$ cat config.mk
export PLATFORM = sky130hd
export DESIGN_NAME = pipe_stage_reg_flat
export DESIGN_NICKNAME = d
export VERILOG_FILES = /design/src/rtl/pipe_pkg.sv /design/src/rtl/pipe_stage_reg_if.sv /design/src/rtl/pipe_sat_cnt.sv /design/src/rtl/pipe_stage_reg.sv /design/src/flat_wrapper.sv
export SDC_FILE = /design/constraint.sdc
export NUM_CORES = 1
export LEC_CHECK = 0
export BUFFER_PORTS_ARGS = -buffer_cell sky130_fd_sc_hd__buf_4
export CORE_MARGIN = 2
export CORE_UTILIZATION = 48
export CTS_CLUSTER_DIAMETER = 150
export DETAILED_ROUTE_END_ITERATION = 8
export PLACE_DENSITY = 0.82
export SETUP_SLACK_MARGIN = 0.2
export SYNTH_ARGS = -nofsm -noshare
export SYNTH_HDL_FRONTEND = slang
export SYNTH_HIERARCHICAL = 1
export SYNTH_SLANG_ARGS = --single-unit
export TNS_END_PERCENT = 1
$ cat constraint.sdc
create_clock -name clk -period 2.3 [get_ports clk]
set_input_delay 0.23 -clock clk [delete_from_list [all_inputs] [get_ports clk]]
set_output_delay 0.23 -clock clk [all_outputs]
set_load 0.1 [all_outputs]
$ cat src/rtl/pipe_pkg.sv
// Shared definitions for the pipeline stage register and its helpers.
// Holds the stall level encoding, the zero word used to clear stage
// contents, the default field widths and the per-cycle action encoding.
package pipe_pkg;

   localparam int DEFAULT_ADDR_W  = 32;
   localparam int DEFAULT_DATA_W  = 32;
   localparam int DEFAULT_STALL_W = 6;
   localparam int DEFAULT_CNT_W   = 16;

   localparam logic STALL_ENABLE  = 1'b1;
   localparam logic STALL_DISABLE = 1'b0;

   localparam logic [63:0] ZERO_WORD = 64'h0;

   typedef enum logic [1:0] {
      ACT_ADVANCE = 2'd0,
      ACT_HOLD    = 2'd1,
      ACT_BUBBLE  = 2'd2,
      ACT_FLUSH   = 2'd3
   } stage_action_e;

endpackage

$ cat src/rtl/pipe_stage_reg_if.sv
// Bundle of upstream inputs, controller signals and registered outputs of
// one pipeline stage. The statistics signals exist only when
// PIPE_STAGE_STAT_EN is defined.
interface pipe_stage_reg_if #(
   parameter int ADDR_W  = 32,
   parameter int DATA_W  = 32,
   parameter int STALL_W = 6,
   parameter int CNT_W   = 16
);

   logic [ADDR_W-1:0]  in_pc;
   logic [DATA_W-1:0]  in_data;
   logic               in_valid;
   logic [STALL_W-1:0] ctrl_stall;
   logic               flush;
   logic [ADDR_W-1:0]  out_pc;
   logic [DATA_W-1:0]  out_data;
   logic               out_valid;

`ifdef PIPE_STAGE_STAT_EN
   logic               stat_clr;
   logic [CNT_W-1:0]   stat_stall_cnt;
   logic [CNT_W-1:0]   stat_bubble_cnt;
   logic [CNT_W-1:0]   stat_flush_cnt;

   modport master (
      output in_pc, in_data, in_valid, ctrl_stall, flush, stat_clr,
      input  out_pc, out_data, out_valid,
             stat_stall_cnt, stat_bubble_cnt, stat_flush_cnt
   );

   modport slave (
      input  in_pc, in_data, in_valid, ctrl_stall, flush, stat_clr,
      output out_pc, out_data, out_valid,
             stat_stall_cnt, stat_bubble_cnt, stat_flush_cnt
   );
`else
   modport master (
      output in_pc, in_data, in_valid, ctrl_stall, flush,
      input  out_pc, out_data, out_valid
   );

   modport slave (
      input  in_pc, in_data, in_valid, ctrl_stall, flush,
      output out_pc, out_data, out_valid
   );
`endif

endinterface

$ cat src/rtl/pipe_sat_cnt.sv
// Saturating event counter: sticks at all-ones, clear beats increment,
// reset beats everything.
module pipe_sat_cnt #(
   parameter int W = 16
) (
   input  logic         clk,
   input  logic         rst,
   input  logic         clr_i,
   input  logic         inc_i,
   output logic [W-1:0] cnt_o
);

   logic [W-1:0] cnt_q;
   logic [W-1:0] cnt_d;

   // Next count: clear first, otherwise count up unless already saturated.
   always_comb begin
      cnt_d = cnt_q;
      if (clr_i) begin
         cnt_d = '0;
      end else if (inc_i && (cnt_q != {W{1'b1}})) begin
         cnt_d = cnt_q + W'(1);
      end
   end

   // Count register with synchronous reset.
   always_ff @(posedge clk) begin
      if (rst) begin
         cnt_q <= '0;
      end else begin
         cnt_q <= cnt_d;
      end
   end

   assign cnt_o = cnt_q;

endmodule

$ cat src/rtl/pipe_stage_reg.sv
// Pipeline stage register with flush, bubble insertion and hold driven by
// the controller stall vector. Priority per cycle is
// reset > flush > bubble > hold > advance. Optional hold/bubble/flush
// statistics counters are built when PIPE_STAGE_STAT_EN is defined.
module pipe_stage_reg
   import pipe_pkg::*;
#(
   parameter int ADDR_W  = DEFAULT_ADDR_W,
   parameter int DATA_W  = DEFAULT_DATA_W,
   parameter int STALL_W = DEFAULT_STALL_W,
   parameter int STAGE   = 1,
   parameter int CNT_W   = DEFAULT_CNT_W
) (
   input logic              clk,
   input logic              rst,
   pipe_stage_reg_if.slave  bus
);

   localparam logic [ADDR_W-1:0] PC_ZERO   = ADDR_W'(ZERO_WORD);
   localparam logic [DATA_W-1:0] DATA_ZERO = DATA_W'(ZERO_WORD);

   if (STAGE >= STALL_W) begin : gen_bad_stage
      $error("pipe_stage_reg: STAGE must be below STALL_W");
   end
   if (CNT_W < 1) begin : gen_bad_cnt
      $error("pipe_stage_reg: CNT_W must be at least 1");
   end

   logic              stallSelf;
   logic              stallDown;
   stage_action_e     action;
   logic [ADDR_W-1:0] pc_q, pc_d;
   logic [DATA_W-1:0] data_q, data_d;
   logic              valid_q, valid_d;

   assign stallSelf = bus.ctrl_stall[STAGE];

   // The last stage has nothing downstream, so it never sees a downstream stall.
   if (STAGE == STALL_W - 1) begin : gen_last_stage
      assign stallDown = STALL_DISABLE;
   end else begin : gen_mid_stage
      assign stallDown = bus.ctrl_stall[STAGE+1];
   end

   // Resolve this cycle's action; S=0 with D=1 falls through to advance.
   always_comb begin
      action = ACT_ADVANCE;
      if (bus.flush) begin
         action = ACT_FLUSH;
      end else if ((stallSelf == STALL_ENABLE) && (stallDown == STALL_DISABLE)) begin
         action = ACT_BUBBLE;
      end else if ((stallSelf == STALL_ENABLE) && (stallDown == STALL_ENABLE)) begin
         action = ACT_HOLD;
      end
   end

   // Next stage contents for the chosen action; flush and bubble both empty the stage.
   always_comb begin
      pc_d    = pc_q;
      data_d  = data_q;
      valid_d = valid_q;
      case (action)
         ACT_FLUSH, ACT_BUBBLE: begin
            pc_d    = PC_ZERO;
            data_d  = DATA_ZERO;
            valid_d = 1'b0;
         end
         ACT_HOLD: begin
            pc_d    = pc_q;
            data_d  = data_q;
            valid_d = valid_q;
         end
         default: begin
            pc_d    = bus.in_pc;
            data_d  = bus.in_data;
            valid_d = bus.in_valid;
         end
      endcase
   end

   // Stage register; reset overrides any action in the same cycle.
   always_ff @(posedge clk) begin
      if (rst) begin
         pc_q    <= PC_ZERO;
         data_q  <= DATA_ZERO;
         valid_q <= 1'b0;
      end else begin
         pc_q    <= pc_d;
         data_q  <= data_d;
         valid_q <= valid_d;
      end
   end

   assign bus.out_pc    = pc_q;
   assign bus.out_data  = data_q;
   assign bus.out_valid = valid_q;

`ifdef PIPE_STAGE_STAT_EN
   pipe_sat_cnt #(.W(CNT_W)) u_stall_cnt (
      .clk   (clk),
      .rst   (rst),
      .clr_i (bus.stat_clr),
      .inc_i (action == ACT_HOLD),
      .cnt_o (bus.stat_stall_cnt)
   );

   pipe_sat_cnt #(.W(CNT_W)) u_bubble_cnt (
      .clk   (clk),
      .rst   (rst),
      .clr_i (bus.stat_clr),
      .inc_i (action == ACT_BUBBLE),
      .cnt_o (bus.stat_bubble_cnt)
   );

   pipe_sat_cnt #(.W(CNT_W)) u_flush_cnt (
      .clk   (clk),
      .rst   (rst),
      .clr_i (bus.stat_clr),
      .inc_i (action == ACT_FLUSH),
      .cnt_o (bus.stat_flush_cnt)
   );
`endif

endmodule

$ cat src/flat_wrapper.sv
// flat-port wrapper written by rule: the top's interface ports become plain ports
module pipe_stage_reg_flat import pipe_pkg::*;
#(
   parameter int ADDR_W  = DEFAULT_ADDR_W,
   parameter int DATA_W  = DEFAULT_DATA_W,
   parameter int STALL_W = DEFAULT_STALL_W,
   parameter int STAGE   = 1,
   parameter int CNT_W   = DEFAULT_CNT_W
)
  (clk, rst, bus_in_pc, bus_in_data, bus_in_valid, bus_ctrl_stall, bus_flush, bus_out_pc, bus_out_data, bus_out_valid);
  pipe_stage_reg_if #(.ADDR_W(ADDR_W), .DATA_W(DATA_W), .STALL_W(STALL_W), .CNT_W(CNT_W)) bus_i ();
  input logic clk;
  input logic rst;
  input wire logic [$bits(bus_i.in_pc)-1:0] bus_in_pc;
  input wire logic [$bits(bus_i.in_data)-1:0] bus_in_data;
  input wire logic [$bits(bus_i.in_valid)-1:0] bus_in_valid;
  input wire logic [$bits(bus_i.ctrl_stall)-1:0] bus_ctrl_stall;
  input wire logic [$bits(bus_i.flush)-1:0] bus_flush;
  output wire logic [$bits(bus_i.out_pc)-1:0] bus_out_pc;
  output wire logic [$bits(bus_i.out_data)-1:0] bus_out_data;
  output wire logic [$bits(bus_i.out_valid)-1:0] bus_out_valid;
  assign bus_i.in_pc = bus_in_pc;
  assign bus_i.in_data = bus_in_data;
  assign bus_i.in_valid = bus_in_valid;
  assign bus_i.ctrl_stall = bus_ctrl_stall;
  assign bus_i.flush = bus_flush;
  assign bus_out_pc = bus_i.out_pc;
  assign bus_out_data = bus_i.out_data;
  assign bus_out_valid = bus_i.out_valid;
  pipe_stage_reg #(.ADDR_W(ADDR_W), .DATA_W(DATA_W), .STALL_W(STALL_W), .STAGE(STAGE), .CNT_W(CNT_W)) u_core (.clk(clk), .rst(rst), .bus(bus_i));
endmodule
Word-level counts from Yosys, hierarchy flattened
Index checks and enable logic that the tools add are counted.

Bits in registers: 65. Input bits: 74. Output and inout port bits: 65. Word-level logic and storage cells: 16.

Eq/ne operators: 3. Multiplexer cells: 6. Bitwise operators: 1. Reductions and logical operators: 3.

Operators by type and width (number): 32-bit one-hot mux with 2 select lines (2); 2-bit == test (second input constant) (2); 2-bit two-way mux (2); 2-bit by 1-bit == test with 1-bit output (second input constant) (1); 1-bit logical AND (2); 1-bit one-hot mux with 2 select lines (1); 2-bit OR reduction (1); 1-bit two-way mux (1); 1-bit NOT (1).

Longest topological paths before layout
Depth after elaboration: 7. Gate-level depth with buffers: 4.

Least setup slack after synthesis
Ideal clock, no wire load.

Path kind: reg-to-reg. Start point: register u_core/bus.out_data[0] (netlist name). End point: register u_core.data_q[0], in the netlist u_core/bus.out_data[0]. Setup time: 68 ps. Arrival time: 1276 ps. Slack: 956 ps. Cell stages (with the launch flop): 3. Path buffers: 0. Period minus slack after synthesis: 1344 ps. Cells stage by stage: dfxtp_1 nand3_1 a21oi_2.

RTL lines: end signal, assigned (RTL line pipe_stage_reg.sv:89) `data_q <= data_d;`; end, declared (RTL line pipe_stage_reg.sv:33) `logic [DATA_W-1:0] data_q, data_d;`.

Final worst setup path
Start point: register u_core.pc_q[31], in the netlist u_core/bus.out_pc[31]. End point: output bus_out_pc[31].

RTL lines: start, declared (RTL line pipe_stage_reg.sv:32) `logic [ADDR_W-1:0] pc_q, pc_d;`; start signal, assigned (RTL line pipe_stage_reg.sv:88) `pc_q <= pc_d;`; end, declared (RTL line flat_wrapper.sv:19) `output wire logic [$bits(bus_i.out_pc)-1:0] bus_out_pc;`.

No word-level cell between the ends.

==> impl_metrics.py <==
metrics = {
    "floorplan": {
        "die_w_um": 78.2,
        "ioPinCount": 139,
        "rows": 27,
        "fp.dieH_um": 78.2,
        "core_um2": 5410,
        "initial_core_util": 0.489,
        "dieArea_um2": 6120,
    },
    "clock_tree": {
        "h-tree-depth": 3,
        "cts_tree": "built",
        "cts_sinks": 65,
        "cts_buffers": 9,
        "post_cts.repair.setup_buffers": 0,
        "clk_pin_slew_ps": 70,
        "post_cts_resized": 0,
        "ctsHoldBuffers": 0,
        "clock-root-buffer": "clkbuf_8",
        "clock_latency_ps": 320,
        "clk_path_buf_depth": 2,
    },
    "critical_path": {
        "path_buf_inv": 1,
        "critPathKind": "reg -> out",
        "cp.required_ps": 2070,
        "cpPeakStageDelay_ps": 350,
        "path_max_fanout": 2,
        "reg2reg_slack_ps": 1610,
        "critPathArrivalTime_ps": 980,
        "crit_family": "flip-flops",
        "cp-end-kind": "primary output",
        "crit_chain": "buf_4",
        "startpoint_type": "flop",
        "critPathSlowestCell": "dfxtp_1",
    },
    "synth": {
        "yosysSeqAreaShare": 0.492,
        "yosys_warnings": 6,
        "netlist_instances": 289,
        "synth_nets": 363,
        "synth_area_um2": 2650,
        "synth_area_per_cell_um2": 9.15,
        "synth_cell_types": 10,
        "ys_ff_latch": 65,
    },
    "final_layout": {
        "drive_gt1_frac": 0.401,
        "fin_util": 0.701,
        "multi_input_area_um2": 1120,
        "num-fill-cells": 445,
        "fin_nets": 483,
        "regArea_um2": 1300,
        "antenna_cells": 0,
        "areaGrowthSynthToFinish_pct": 43.2,
    },
    "routing": {
        "drt_iter0_markers": 117,
        "wirelength_mm": 6.35,
        "wl_per_cell_um": 13.1,
        "drtPass1Iterations": 4,
        "antenna_left": 0,
        "avgViaCountPerCell": 5.06,
        "drc": 0,
        "vias": 2459,
    },
    "global_routing": {
        "grt_pass1_vias": 2237,
        "grt_use_total": 0.203,
        "grt_max_degree": 66,
        "grt_pass1_wl_mm": 9.94,
        "antenna_found_initial": 0,
        "grt-ovfl-total": 0,
    },
    "sta": {
        "finalSetupViolations": 0,
        "fin_setup_tns_ps": 0,
        "drv_slew": 0,
        "finalHoldViolCount": 0,
        "rsz0062_at_grt": "false",
        "fin_crit_ps": 1210,
        "post-route-period-util": 0.526,
        "slew_headroom": 0.548,
        "achievable-frequency_ghz": 0.827,
        "worstMarginPinSlew_ps": 678,
        "skew_ps": 0,
        "whs_ps": 158,
    },
    "outcome": {
        "status": "complete, no violations",
    },
    "place": {
        "port_buffers": 134,
        "gp_congestion": 0.727,
        "hpwl_mm": 4.18,
    },
    "min_path": {
        "worstHoldPathType": "in -> reg",
    },
    "power_and_ir_drop": {
        "peakVddDrop_v": 0.000506,
        "leakagePower_nw": 1.59,
        "power_density_nw_per_um2": 737,
        "p_total_mw": 2.79,
    },
    "run": {
        "cap_violations": 0,
    },
}
## state kept, by name (all words and copies together), names as in the netlist
register and count:
u_core/bus.out_valid 1, u_core/bus.out_pc 32, u_core/bus.out_data 32
## power by group
group | switching (mW) | internal (mW) | total, mW | leakage (nW)
clock | 0.416 | 0.672 | 1.09 | 0.111
combinational | 0.362 | 0.165 | 0.527 | 0.950
sequential | 0.0164 | 1.16 | 1.18 | 0.529
total | 0.794 | 2.00 | 2.79 | 1.59
## placed cells by master (no fill, tap or decap)
cell and count:
a21oi_1 50, a21oi_2 15, buf_12 2, buf_4 135, bufinv_16 2, clkbuf_1 3, clkbuf_8 11, dfxtp_1 65
nand2b_1 65, nand3_1 65, or2_2 1
## metrics by stage
step	instances	cell area, µm²	setup WS (ps)
floorplan	289	2650	956
global placement	470	3560	942
detailed placement	470	3560	933
CTS	486	3790	1080
global route	486	3790	1050
finish	486	3790	1090
## logic make-up (layout without fill, tap and decap cells)
group                  after synthesis  in the layout  synth area share
and+or+nand+nor                    131            131             0.279
DFF                                 65             65             0.492
buffers and inverters               28            153            0.0847
AOI/OAI and AO/OA                   65             65             0.144
## cell type report
type / instances / share of cell area
repair buffers: 137 / 0.278
multi-input cells: 196 / 0.296
flip-flops and latches: 65 / 0.344
clock buffers: 14 / 0.0429
clock inverters: 2 / 0.0159
well taps: 72 / 0.0238
## metal layers
layer	global-route usage	up-vias	wire [µm]
met5	0	-	0
met3	0.0644	11	559
met1	0.245	1131	2690
met2	0.325	100	3010
li1	-	1217	-
met4	0.105	0	97
## final timing paths
check	startpoint	endpoint	depth (start not counted)
min	bus_in_data[12]	u_core/bus.out_data[12]	3
max reg2reg	u_core/bus.out_data[11]	u_core/bus.out_data[11]	2
max	u_core/bus.out_pc[31]	bus_out_pc[31]	1
min reg2reg	u_core/bus.out_data[29]	u_core/bus.out_data[29]	2
## cells in the mapped netlist
master | n | share of area
clkbuf_1 | 5 | 0.0071
or2_1 | 1 | 0.0024
nand2b_1 | 65 | 0.15
buf_4 | 1 | 0.0028
nand3_1 | 65 | 0.12
buf_2 | 8 | 0.015
a21oi_1 | 50 | 0.095
a21oi_2 | 15 | 0.050
buf_6 | 14 | 0.060
dfxtp_1 | 65 | 0.49
No activity file was read; power rests on OpenSTA's default activity.
